--- src/rtl/divisor_pkg.sv ---
// Shared types and constants for the sequential restoring divider.
// Imported by the divider top and its subtractor.
package divisor_pkg;

    localparam int WIDTH_DEF = 16;
    localparam int CNT_W_DEF = $clog2(WIDTH_DEF);

    typedef enum logic [1:0] {
        IDLE = 2'd0,
        CALC = 2'd1,
        DONE = 2'd2
    } state_t;

    // Iteration counter width; never below one bit so tiny widths stay legal.
    function automatic int cnt_width(input int w);
        return (w > 1) ? $clog2(w) : 1;
    endfunction

endpackage

--- src/rtl/divisor_sequencial_subtrator.sv ---
// (N)-bit subtractor with borrow out; the trial-subtract stage of the divider.
module subtrator
    import divisor_pkg::*;
#(
    parameter int N = WIDTH_DEF + 1
) (
    input  logic [N-1:0] a_i,
    input  logic [N-1:0] b_i,
    output logic [N-1:0] diff_o,
    output logic         borrow_o
);

    logic [N:0] full_s;

    assign full_s   = {1'b0, a_i} - {1'b0, b_i};
    assign diff_o   = full_s[N-1:0];
    assign borrow_o = full_s[N];

endmodule

--- src/rtl/divisor_sequencial.sv ---
// Sequential restoring divider: 2*WIDTH-bit dividend / WIDTH-bit divisor,
// one shift-subtract per clock, St/Done/Idle handshake.
module divisor_sequencial
    import divisor_pkg::*;
#(
    parameter int WIDTH = WIDTH_DEF
) (
    input  logic                 Clk,
    input  logic                 Rst,
    input  logic                 St,
    input  logic [2*WIDTH-1:0]   Dividendo,
    input  logic [WIDTH-1:0]     Divisor,
    output logic                 Done,
    output logic                 Idle,
    output logic [WIDTH-1:0]     Quociente,
    output logic [WIDTH-1:0]     Resto,
    output logic                 Ovf
);

    localparam int CW = cnt_width(WIDTH);
    localparam logic [CW-1:0] CNT_LAST = CW'(WIDTH - 1);

    state_t             state_q, state_d;
    logic [2*WIDTH:0]   acc_q, acc_d;
    logic [WIDTH-1:0]   div_q, div_d;
    logic [CW-1:0]      cnt_q, cnt_d;
    logic               ovf_q, ovf_d;

    logic [WIDTH:0]     hi_s;
    logic [WIDTH:0]     diff_s;
    logic               borrow_s;
    logic               unused_acc_msb_s;

    // The partial remainder never reaches 2^WIDTH, so the ACC top bit is shifted out unused.
    assign hi_s             = acc_q[2*WIDTH-1:WIDTH-1];
    assign unused_acc_msb_s = acc_q[2*WIDTH];

    subtrator #(
        .N(WIDTH + 1)
    ) u_sub (
        .a_i      (hi_s),
        .b_i      ({1'b0, div_q}),
        .diff_o   (diff_s),
        .borrow_o (borrow_s)
    );

    // State, accumulator, divisor, counter and overflow registers.
    always_ff @(posedge Clk or posedge Rst) begin
        if (Rst) begin
            state_q <= IDLE;
            acc_q   <= '0;
            div_q   <= '0;
            cnt_q   <= '0;
            ovf_q   <= 1'b0;
        end else begin
            state_q <= state_d;
            acc_q   <= acc_d;
            div_q   <= div_d;
            cnt_q   <= cnt_d;
            ovf_q   <= ovf_d;
        end
    end

    // Next-state logic: accept, iterate shift-subtract, report.
    always_comb begin
        state_d = state_q;
        acc_d   = acc_q;
        div_d   = div_q;
        cnt_d   = cnt_q;
        ovf_d   = ovf_q;
        case (state_q)
            IDLE: begin
                if (St) begin
                    div_d = Divisor;
                    cnt_d = '0;
                    // A high half >= divisor (or a zero divisor) cannot fit in WIDTH quotient bits.
                    if (Dividendo[2*WIDTH-1:WIDTH] >= Divisor) begin
                        ovf_d   = 1'b1;
                        acc_d   = '0;
                        state_d = DONE;
                    end else begin
                        ovf_d   = 1'b0;
                        acc_d   = {1'b0, Dividendo};
                        state_d = CALC;
                    end
                end else begin
                    state_d = IDLE;
                end
            end
            CALC: begin
                if (!borrow_s) begin
                    acc_d = {diff_s, acc_q[WIDTH-2:0], 1'b1};
                end else begin
                    acc_d = {hi_s, acc_q[WIDTH-2:0], 1'b0};
                end
                cnt_d = cnt_q + CW'(1);
                if (cnt_q == CNT_LAST) begin
                    state_d = DONE;
                end else begin
                    state_d = CALC;
                end
            end
            DONE: begin
                state_d = IDLE;
            end
            default: begin
                state_d = IDLE;
            end
        endcase
    end

    assign Idle      = (state_q == IDLE);
    assign Done      = (state_q == DONE);
    assign Quociente = acc_q[WIDTH-1:0];
    assign Resto     = acc_q[2*WIDTH-1:WIDTH];
    assign Ovf       = ovf_q;

endmodule

--- config.mk ---
export PLATFORM = sky130hd
export DESIGN_NAME = divisor_sequencial
export DESIGN_NICKNAME = d
export VERILOG_FILES = /design/src/rtl/divisor_pkg.sv /design/src/rtl/divisor_sequencial_subtrator.sv /design/src/rtl/divisor_sequencial.sv
export SDC_FILE = /design/constraint.sdc
export NUM_CORES = 1
export LEC_CHECK = 0
export CELL_PAD_IN_SITES_DETAIL_PLACEMENT = 0
export CELL_PAD_IN_SITES_GLOBAL_PLACEMENT = 1
export CORE_MARGIN = 2
export CORE_UTILIZATION = 34
export DETAILED_ROUTE_END_ITERATION = 6
export PLACE_DENSITY = 0.79
export RECOVER_POWER = 100
export SLEW_MARGIN = 15
export SYNTH_ARGS = -nofsm -noshare
export SYNTH_HDL_FRONTEND = slang
export SYNTH_SLANG_ARGS = --single-unit
--- constraint.sdc ---
create_clock -name Clk -period 2.1 [get_ports Clk]
set_input_delay 0.63 -clock Clk [delete_from_list [all_inputs] [get_ports Clk]]
set_output_delay 0.63 -clock Clk [all_outputs]
set_load 0.05 [all_outputs]
==> results of run 1 <==
-- worst max path at each step --
stage | start | endpoint | slack [ns] | depth (start not counted)
6_report | acc_q[15]$_DFFE_PP0P_ | acc_q[28]$_DFFE_PP0P_ | -0.10 | 10
5_1_grt | acc_q[15]$_DFFE_PP0P_ | acc_q[30]$_DFFE_PP0P_ | -0.15 | 10
4_1_cts | acc_q[15]$_DFFE_PP0P_ | acc_q[28]$_DFFE_PP0P_ | -0.12 | 10
3_5_place_dp | Divisor[6] | acc_q[27]$_DFFE_PP0P_ | -0.82 | 11
3_3_place_gp | Divisor[6] | acc_q[27]$_DFFE_PP0P_ | -0.75 | 11
2_1_floorplan | acc_q[16]$_DFFE_PP0P_ | acc_q[27]$_DFFE_PP0P_ | -0.15 | 8
-- where the power goes --
group	switching, mW	internal [mW]
clock network	0.423	0.258
logic	4.79	3.72
registers	0.365	1.61
total	5.58	5.59
-- registers in the layout, summed over array words and instances, names as in the netlist --
register / flops
Ovf: 1
state_q: 2
div_q: 16
acc_q: 32
cnt_q: 4
-- area by class of cell --
type / instances / area [sq um]
antenna: 2 / 5.005
clock buffer: 5 / 68.82
clock inverter: 3 / 31.28
fill: 1004 / 4775
inverter: 36 / 155.1
multi-input combinational: 315 / 2615
sequential: 55 / 1394
tap: 140 / 175.2
timing repair buffer: 194 / 1574
-- repair_timing --
item / in CTS / in global routing
setup endpoints to repair: 35 / 34
pin swaps: 40 / 32
gates cloned: 2 / 0
endpoints found under the hold margin: 0 / 0
setup buffers: 7 / 6
resized for setup: 121 / 69
-- tightest hold or removal path, stage by stage --
cell	delay, ns
sky130_fd_sc_hd__buf_6	0.07
sky130_fd_sc_hd__nand2_1	0.03
sky130_fd_sc_hd__o21ai_0	0.06
-- logic make-up after synthesis --
group / after synthesis
simple gates: 132
xor+xnor: 9
fa+ha+maj: 34
buf+inv: 57
flops: 55
mux: 8
compound gates: 132
-- metrics by stage --
step                area (sq um)  worst slack, ns  TNS (ns)  power (mW)  hold WS [ns]
global route                6018          -0.1461    -1.869       11.95        0.5157
CTS                         5924          -0.1209   -0.9159       11.01        0.5123
detailed placement          5564          -0.8181    -24.23       9.973        0.4824
finish                      6018          -0.1009   -0.2564       11.17        0.5040
global placement            5564          -0.7537    -22.71       9.866        0.4705
floorplan                   3955          -0.1458    -1.088       7.054        0.4497
-- routing by layer --
metal,global-route usage (%),part of all wire (%),vias to the layer above
li1,-,-,1914
met1,27.28,43,1892
met2,37.50,51,109
met3,4.603,5.1,13
met4,6.685,1.3,0
met5,0,0,-
-- Yosys cell counts, types with 2 or more instances --
master                      instances
sky130_fd_sc_hd__nand2_1           62
sky130_fd_sc_hd__dfrtp_1           55
sky130_fd_sc_hd__o21ai_0           40
sky130_fd_sc_hd__inv_1             36
sky130_fd_sc_hd__ha_1              33
sky130_fd_sc_hd__nand3_1           33
sky130_fd_sc_hd__a21oi_1           19
sky130_fd_sc_hd__clkbuf_1          17
sky130_fd_sc_hd__a22oi_1           16
sky130_fd_sc_hd__nor2_1            11
sky130_fd_sc_hd__a32oi_1           10
sky130_fd_sc_hd__xnor2_1            7
sky130_fd_sc_hd__a21o_1             6
sky130_fd_sc_hd__mux2i_1            6
sky130_fd_sc_hd__o211ai_1           6
sky130_fd_sc_hd__nor3_1             5
sky130_fd_sc_hd__a211oi_1           4
sky130_fd_sc_hd__and3_1             4
sky130_fd_sc_hd__nor2b_1            4
sky130_fd_sc_hd__o21a_1             4
sky130_fd_sc_hd__a31oi_1            3
sky130_fd_sc_hd__nand4_1            3
sky130_fd_sc_hd__o21bai_1           3
sky130_fd_sc_hd__a21oi_2            2
sky130_fd_sc_hd__a41oi_1            2
sky130_fd_sc_hd__and2_1             2
sky130_fd_sc_hd__mux2_4             2
sky130_fd_sc_hd__nand2b_1           2
sky130_fd_sc_hd__o2111ai_1          2
sky130_fd_sc_hd__o211ai_2           2
sky130_fd_sc_hd__xor2_1             2
==> flow_summary_export.csv, run 1 <==
group,metric,value,unit
sta,fin_ws,-0.1009,ns
synthesis,synth_fp_nets,512,
power,vdd.ir_drop.worst,1.094,mV
worst_setup_path,timing.critical_path.buf_inv,2,
synthesis,synth_area,3735,sq um
finish,layout_commonest_cell,"sky130_fd_sc_hd__buf_4",
synthesis,combinational_family_with_the_most_area_after_synthesis,"compound AO/OA/AOI/OAI gates",
synthesis,post_synth_main_area_contributors,"sky130_fd_sc_hd__dfrtp_1 37%, sky130_fd_sc_hd__ha_1 11%, sky130_fd_sc_hd__nand2_1 6.2%",
sta,maximum_clock_frequency,0.4544,GHz
worst_setup_path,arrival,2.46,ns
grt,grt_pass1_wl,20020,um
place,detailed_place_hpwl,9430,um
worst_setup_path,criticalPathCategory,"reg2reg",
worst_setup_path,end_kind,"register",
finish,area_growth_syn_to_layout,61.14,%
synthesis,synth_enable_flop_cells,0,
sta,slew_headroom,45.48,%
clocking,h-tree-depth,2,
worst_setup_path,critical_path.cell_chain,"inv_2 > ha_4 > inv_2 > fa_2 > a211oi_4 > o21ai_4 > a31oi_1 > xor2_1 > a22o_2 > a21oi_2",
drt,drt-wirelength-per-cell,16.97,um
worst_setup_path,path_common_cell,"sky130_fd_sc_hd__inv_2",
floorplanning,core_region_area,10790,sq um
sta,finClkSkew,0.01303,ns
worst_hold_path,hold_path_class,"in2reg",
clocking,cts.path.max_buffers,2,
finish,layout-drive-gt1-share,42.11,%
sta,worst_margin_pin_slew,0.8178,ns
worst_hold_path,worst_hold_endpoint,"div_q[2]$_DFFE_PP0P_",
sta,slew_viol_final,0,
grt,grt_antenna_before_repair,2,
clocking,clockRootBuffer,"sky130_fd_sc_hd__clkbuf_8",
outcome,run_status,"finished with violations",
flow_run,maxCapViolations,0,
sta,rsz_0062_raised_after_global_routing,"yes",
worst_setup_path,critical_path_required,2.36,ns
synthesis,fraction_of_the_mapped_netlist_area_in_simple_logic_gates,16.45,%
grt,grt-ovfl-total,0,
synthesis,synth_top_area_cell,"sky130_fd_sc_hd__dfrtp_1",
grt,grt_max_degree,56,
worst_setup_path,worst-r2r-cell-count,10,
synthesis,synth-adder-area-share,11.59,%
drt,vias_per_cell,5.237,
worst_setup_path,r2r_end,"acc_q[28]$_DFFE_PP0P_",
finish,layout_common_cells,"88 x sky130_fd_sc_hd__buf_4, 61 x sky130_fd_sc_hd__nand2_1, 41 x sky130_fd_sc_hd__dfrtp_1",
worst_setup_path,critPathTopFamily,"compound AO/OA/AOI/OAI gates",
worst_setup_path,regToRegSetupSlack,-0.10,ns
sta,finalCritPeriodShare,104.8,%
floorplanning,pin_count,86,
floorplanning,die_h,108.8,um
place,finalWeightedCongestion,0.8682,
clocking,cts.sink_count,55,
worst_setup_path,setup.worst_path.start_class,"register",
synthesis,synth_xor_xnor_area_share,2.111,%
synthesis,fraction_of_post_synthesis_cell_area_in_the_top_cell_type_by_area,36.85,%
sta,finalSetupViolCount,7,
floorplanning,die-width,108.8,um
synthesis,yosysSeqAreaShare,36.85,%
sta,final_period_minus_worst_setup_slack,2.201,ns
sta,final_hold_viol_count,0,
drt,detailroute.via_count,3928,
finish,final_net_count,692,
drt,number_of_detailed_routing_iterations_run_before_antenna_repair,4,
worst_setup_path,slowest_stage,"sky130_fd_sc_hd__dfrtp_2",
drt,remaining_drc_errors,0,
synthesis,syn-instance-count,427,
worst_hold_path,worst_hold_startpoint,"Divisor[2]",
worst_setup_path,worst-path-max-fanout,4,
drt,detail-route-antenna-nets,0,
floorplanning,initial_core_util,34.60,%
power,cellLeakagePower,2.730,nW
synthesis,synth_compound_area_share,24.59,%
outcome,violations_in_the_final_reports,"negative setup slack",
place,dpl.cell_count,726,
synthesis,synth_mux_area_share,2.412,%
synthesis,synth_flop_cell,"sky130_fd_sc_hd__dfrtp_1",
clocking,worstSkewPairLatency,0.33,ns
synthesis,synth_warnings,0,
grt,track_usage,21.76,%
synthesis,ys_seq_elements,55,
clocking,clk_pin_slew_worst_paths,0.12,ns
synthesis,syn-mean-instance-area,8.747,sq um
floorplanning,site_rows,38,
worst_setup_path,reg2reg_from,"acc_q[15]$_DFFE_PP0P_",
power,p_per_area,1856,nW/um^2
synthesis,synth_async_sr_flop_share,100.0,%
floorplanning,floorplan_die_area,11840,sq um
clocking,clock_tree_from_tritoncts,"built",
finish,layout_utilization,55.76,%
clocking,cts_buffers,5,
drt,dr.first_iter.drc_count,162,
place,placement.io_buffers,85,
worst_setup_path,slowest_delay,0.43,ns
worst_hold_path,hold-path-cell-count,3,
finish,instances_no_fill,750,
clocking,count_of_hold_fix_buffers_inserted_at_cts,0,
drt,route.final.wire_length,12730,um
grt,vias_in_the_first_global_route,3924,
synthesis,synth.lib_cells_used.distinct,55,
Note: power is estimated with default switching activity, not from simulation.
==> run 2: changes to the inputs <==
--- a/config.mk
+++ b/config.mk
@@ -10,6 +10,7 @@
 export CORE_MARGIN = 2
 export CORE_UTILIZATION = 34
 export DETAILED_ROUTE_END_ITERATION = 6
+export GPL_TIMING_DRIVEN = 1
 export PLACE_DENSITY = 0.79
 export RECOVER_POWER = 100
 export SLEW_MARGIN = 15
==> results of run 2 <==
Same layout as run 1: the final DEF is identical, and so are final timing and power.
==> run 3: changes to the inputs <==
--- a/config.mk
+++ b/config.mk
@@ -11,9 +11,10 @@
 export CORE_UTILIZATION = 34
 export DETAILED_ROUTE_END_ITERATION = 6
 export GPL_TIMING_DRIVEN = 1
-export PLACE_DENSITY = 0.79
+export PLACE_DENSITY = 0.77
 export RECOVER_POWER = 100
 export SLEW_MARGIN = 15
 export SYNTH_ARGS = -nofsm -noshare
 export SYNTH_HDL_FRONTEND = slang
 export SYNTH_SLANG_ARGS = --single-unit
+export TNS_END_PERCENT = 30
==> flow_summary_export.csv, run 3 (synthesis gave the netlist of run 1 again) <==
group,metric,value,unit
sta,maximum_clock_frequency,0.4525,GHz
sta,finClkSkew,0.01731,ns
finish,n_fill_cell,1054,
worst_setup_path,criticalPathCategory,"reg2reg",
floorplanning,die-width,108.8,um
place,preCtsSetupSlack,-0.8335,ns
clocking,clock_tree_from_tritoncts,"built",
worst_setup_path,worst-path-max-fanout,4,
sta,final_hold_viol_count,0,
worst_hold_path,hold_path_class,"in2reg",
drt,route.final.wire_length,12200,um
clocking,count_of_hold_fix_buffers_inserted_at_cts,0,
grt,grt_antenna_before_repair,2,
flow_run,maxCapViolations,0,
grt,grt_max_degree,56,
worst_setup_path,setup.worst_path.start_class,"register",
worst_setup_path,critical_path.endpoint,"acc_q[27]$_DFFE_PP0P_",
finish,final_net_count,686,
clocking,clk_pin_slew_worst_paths,0.12,ns
floorplanning,core_region_area,10790,sq um
place,detailed_place_hpwl,9143,um
outcome,run_status,"finished with violations",
sta,finalCritPeriodShare,105.2,%
floorplanning,pin_count,86,
finish,sequential_cell_area,1394,sq um
worst_setup_path,r2r_end,"acc_q[27]$_DFFE_PP0P_",
power,switching_power_share_of_the_total,50.50,%
worst_setup_path,reg2reg_from,"acc_q[29]$_DFFE_PP0P_",
power,power.net_switching,5.471,mW
place,dpl.cell_count,721,
clocking,cts.path.max_buffers,2,
drt,dr.first_iter.drc_count,172,
grt,vias_in_the_first_global_route,4052,
grt,grt-ovfl-total,0,
worst_setup_path,critical_path_required,2.37,ns
power,pwr-share-comb,75.4,%
finish,reg.largest.list,"acc_q x32, div_q x16, cnt_q x4",
outcome,violations_in_the_final_reports,"negative setup slack",
worst_setup_path,worst-r2r-cell-count,7,
sta,slew_viol_final,0,
place,placement.io_buffers,85,
finish,layout-drive-gt1-share,37.71,%
drt,number_of_detailed_routing_iterations_run_before_antenna_repair,4,
finish,instances_no_fill,744,
floorplanning,initial_core_util,34.60,%
drt,remaining_drc_errors,0,
finish,layout_commonest_cell,"sky130_fd_sc_hd__buf_4",
finish,layout_common_cells,"84 x sky130_fd_sc_hd__buf_4, 61 x sky130_fd_sc_hd__nand2_1, 41 x sky130_fd_sc_hd__dfrtp_1",
finish,area_growth_syn_to_layout,55.28,%
clocking,cts_buffers,5,
sta,rsz_0062_raised_after_global_routing,"yes",
power,p_seq_share,18.2,%
power,vdd.ir_drop.worst,0.8534,mV
drt,drt-wirelength-per-cell,16.40,um
power,p_int,5.362,mW
power,cellLeakagePower,2.668,nW
worst_setup_path,regToRegSetupSlack,-0.11,ns
sta,fin_ws,-0.1098,ns
sta,worst_margin_pin_slew,0.8040,ns
power,clock_power_share,6.4,%
drt,vias_per_cell,5.211,
floorplanning,floorplan_die_area,11840,sq um
finish,regMostFlops,"acc_q",
clocking,worstSkewPairLatency,0.34,ns
power,p_per_area,1868,nW/um^2
sta,finalSetupViolCount,19,
finish,area_of_combinational_cells_with_multiple_inputs,2517,sq um
drt,detail-route-antenna-nets,0,
floorplanning,die_h,108.8,um
clocking,cts.sink_count,55,
floorplanning,site_rows,38,
worst_setup_path,end_kind,"register",
grt,track_usage,21.61,%
grt,grt_pass1_wl,20090,um
drt,detailroute.via_count,3877,
worst_setup_path,worst_setup_path_startpoint,"acc_q[29]$_DFFE_PP0P_",
sta,slew_headroom,46.40,%
worst_setup_path,arrival,2.48,ns
place,finalWeightedCongestion,0.8922,
clocking,clockRootBuffer,"sky130_fd_sc_hd__clkbuf_8",
clocking,h-tree-depth,2,
sta,final_period_minus_worst_setup_slack,2.210,ns
finish,largest_register_ffs,32,
[run 3: through the flow]
| step | power (mW) | setup TNS [ns] | cell area (sq um) | hold slack (ns) | utilization [%] |
|---|---|---|---|---|---|
| after CTS | 10.80 | -0.4709 | 5846 | 0.5184 | 54.16 |
| final | 10.83 | -1.059 | 5799 | 0.5181 | 53.73 |
| after global routing | 11.68 | -4.262 | 5797 | 0.5358 | 53.71 |
| after floorplan | 7.044 | -1.975 | 3953 | 0.4497 | - |
| after global placement | 9.721 | -22.60 | 5527 | 0.4693 | 51.21 |
| after detailed placement | 9.839 | -23.92 | 5527 | 0.4775 | 51.21 |
[run 3: how the worst min path moves through the flow]
stage,start,endpoint,slack (ns),cells past startpoint
6_report,Divisor[2],div_q[2]$_DFFE_PP0P_,0.52,3
4_1_cts,Divisor[2],div_q[2]$_DFFE_PP0P_,0.52,3
3_5_place_dp,div_q[0]$_DFFE_PP0P_,div_q[0]$_DFFE_PP0P_,0.48,2
2_1_floorplan,div_q[0]$_DFFE_PP0P_,div_q[0]$_DFFE_PP0P_,0.45,2
5_1_grt,cnt_q[3]$_DFFE_PP0P_,cnt_q[3]$_DFFE_PP0P_,0.54,1
3_3_place_gp,cnt_q[3]$_DFFE_PP0P_,cnt_q[3]$_DFFE_PP0P_,0.47,1
[run 3: what timing repair did]
action | 4_1_cts | 5_1_grt
cloned | 1 | 0
endpoints found under the hold margin | 0 | 0
resized for setup | 117 | 20
pin swaps | 29 | 8
setup buffers | 10 | 2
endpoints found under the setup margin | 35 | 33
[run 3: per-layer routing]
metal	global-route usage [%]	vias to the layer above	part of all wire (%)
met5	0	-	0
met4	6.685	0	2.2
met3	4.722	13	5.5
met2	37.37	107	50
met1	26.89	1861	42
li1	-	1896	-
[run 3: power by group through the flow]
stage               clock (mW)  combinational [mW]  sequential [mW]
finish                   0.693                8.17             1.97
global route             0.738                8.91             2.03
CTS                      0.697                8.13             1.98
detailed placement           0                7.86             1.98
global placement             0                7.75             1.97
floorplan                    0                3.99             3.06
[run 3: layout make-up]
cell class              count  share of cell area (%)
diodes                      2                 0.08630
clock buffers               5                   1.187
clock inverters             3                  0.4962
inverters                  36                   2.675
multi-input cells         315                   43.41
flip-flops and latches     55                   24.03
well taps                 140                   3.020
repair buffers            188                   25.09
[run 3: critical path, stage by stage (launching register included)]
cell and delay [ns]:
sky130_fd_sc_hd__dfrtp_2 0.43, sky130_fd_sc_hd__ha_1 0.35, sky130_fd_sc_hd__a21o_1 0.23, sky130_fd_sc_hd__a211oi_4 0.37, sky130_fd_sc_hd__and3_4 0.30, sky130_fd_sc_hd__buf_6 0.10, sky130_fd_sc_hd__mux2_4 0.29, sky130_fd_sc_hd__o211ai_2 0.07
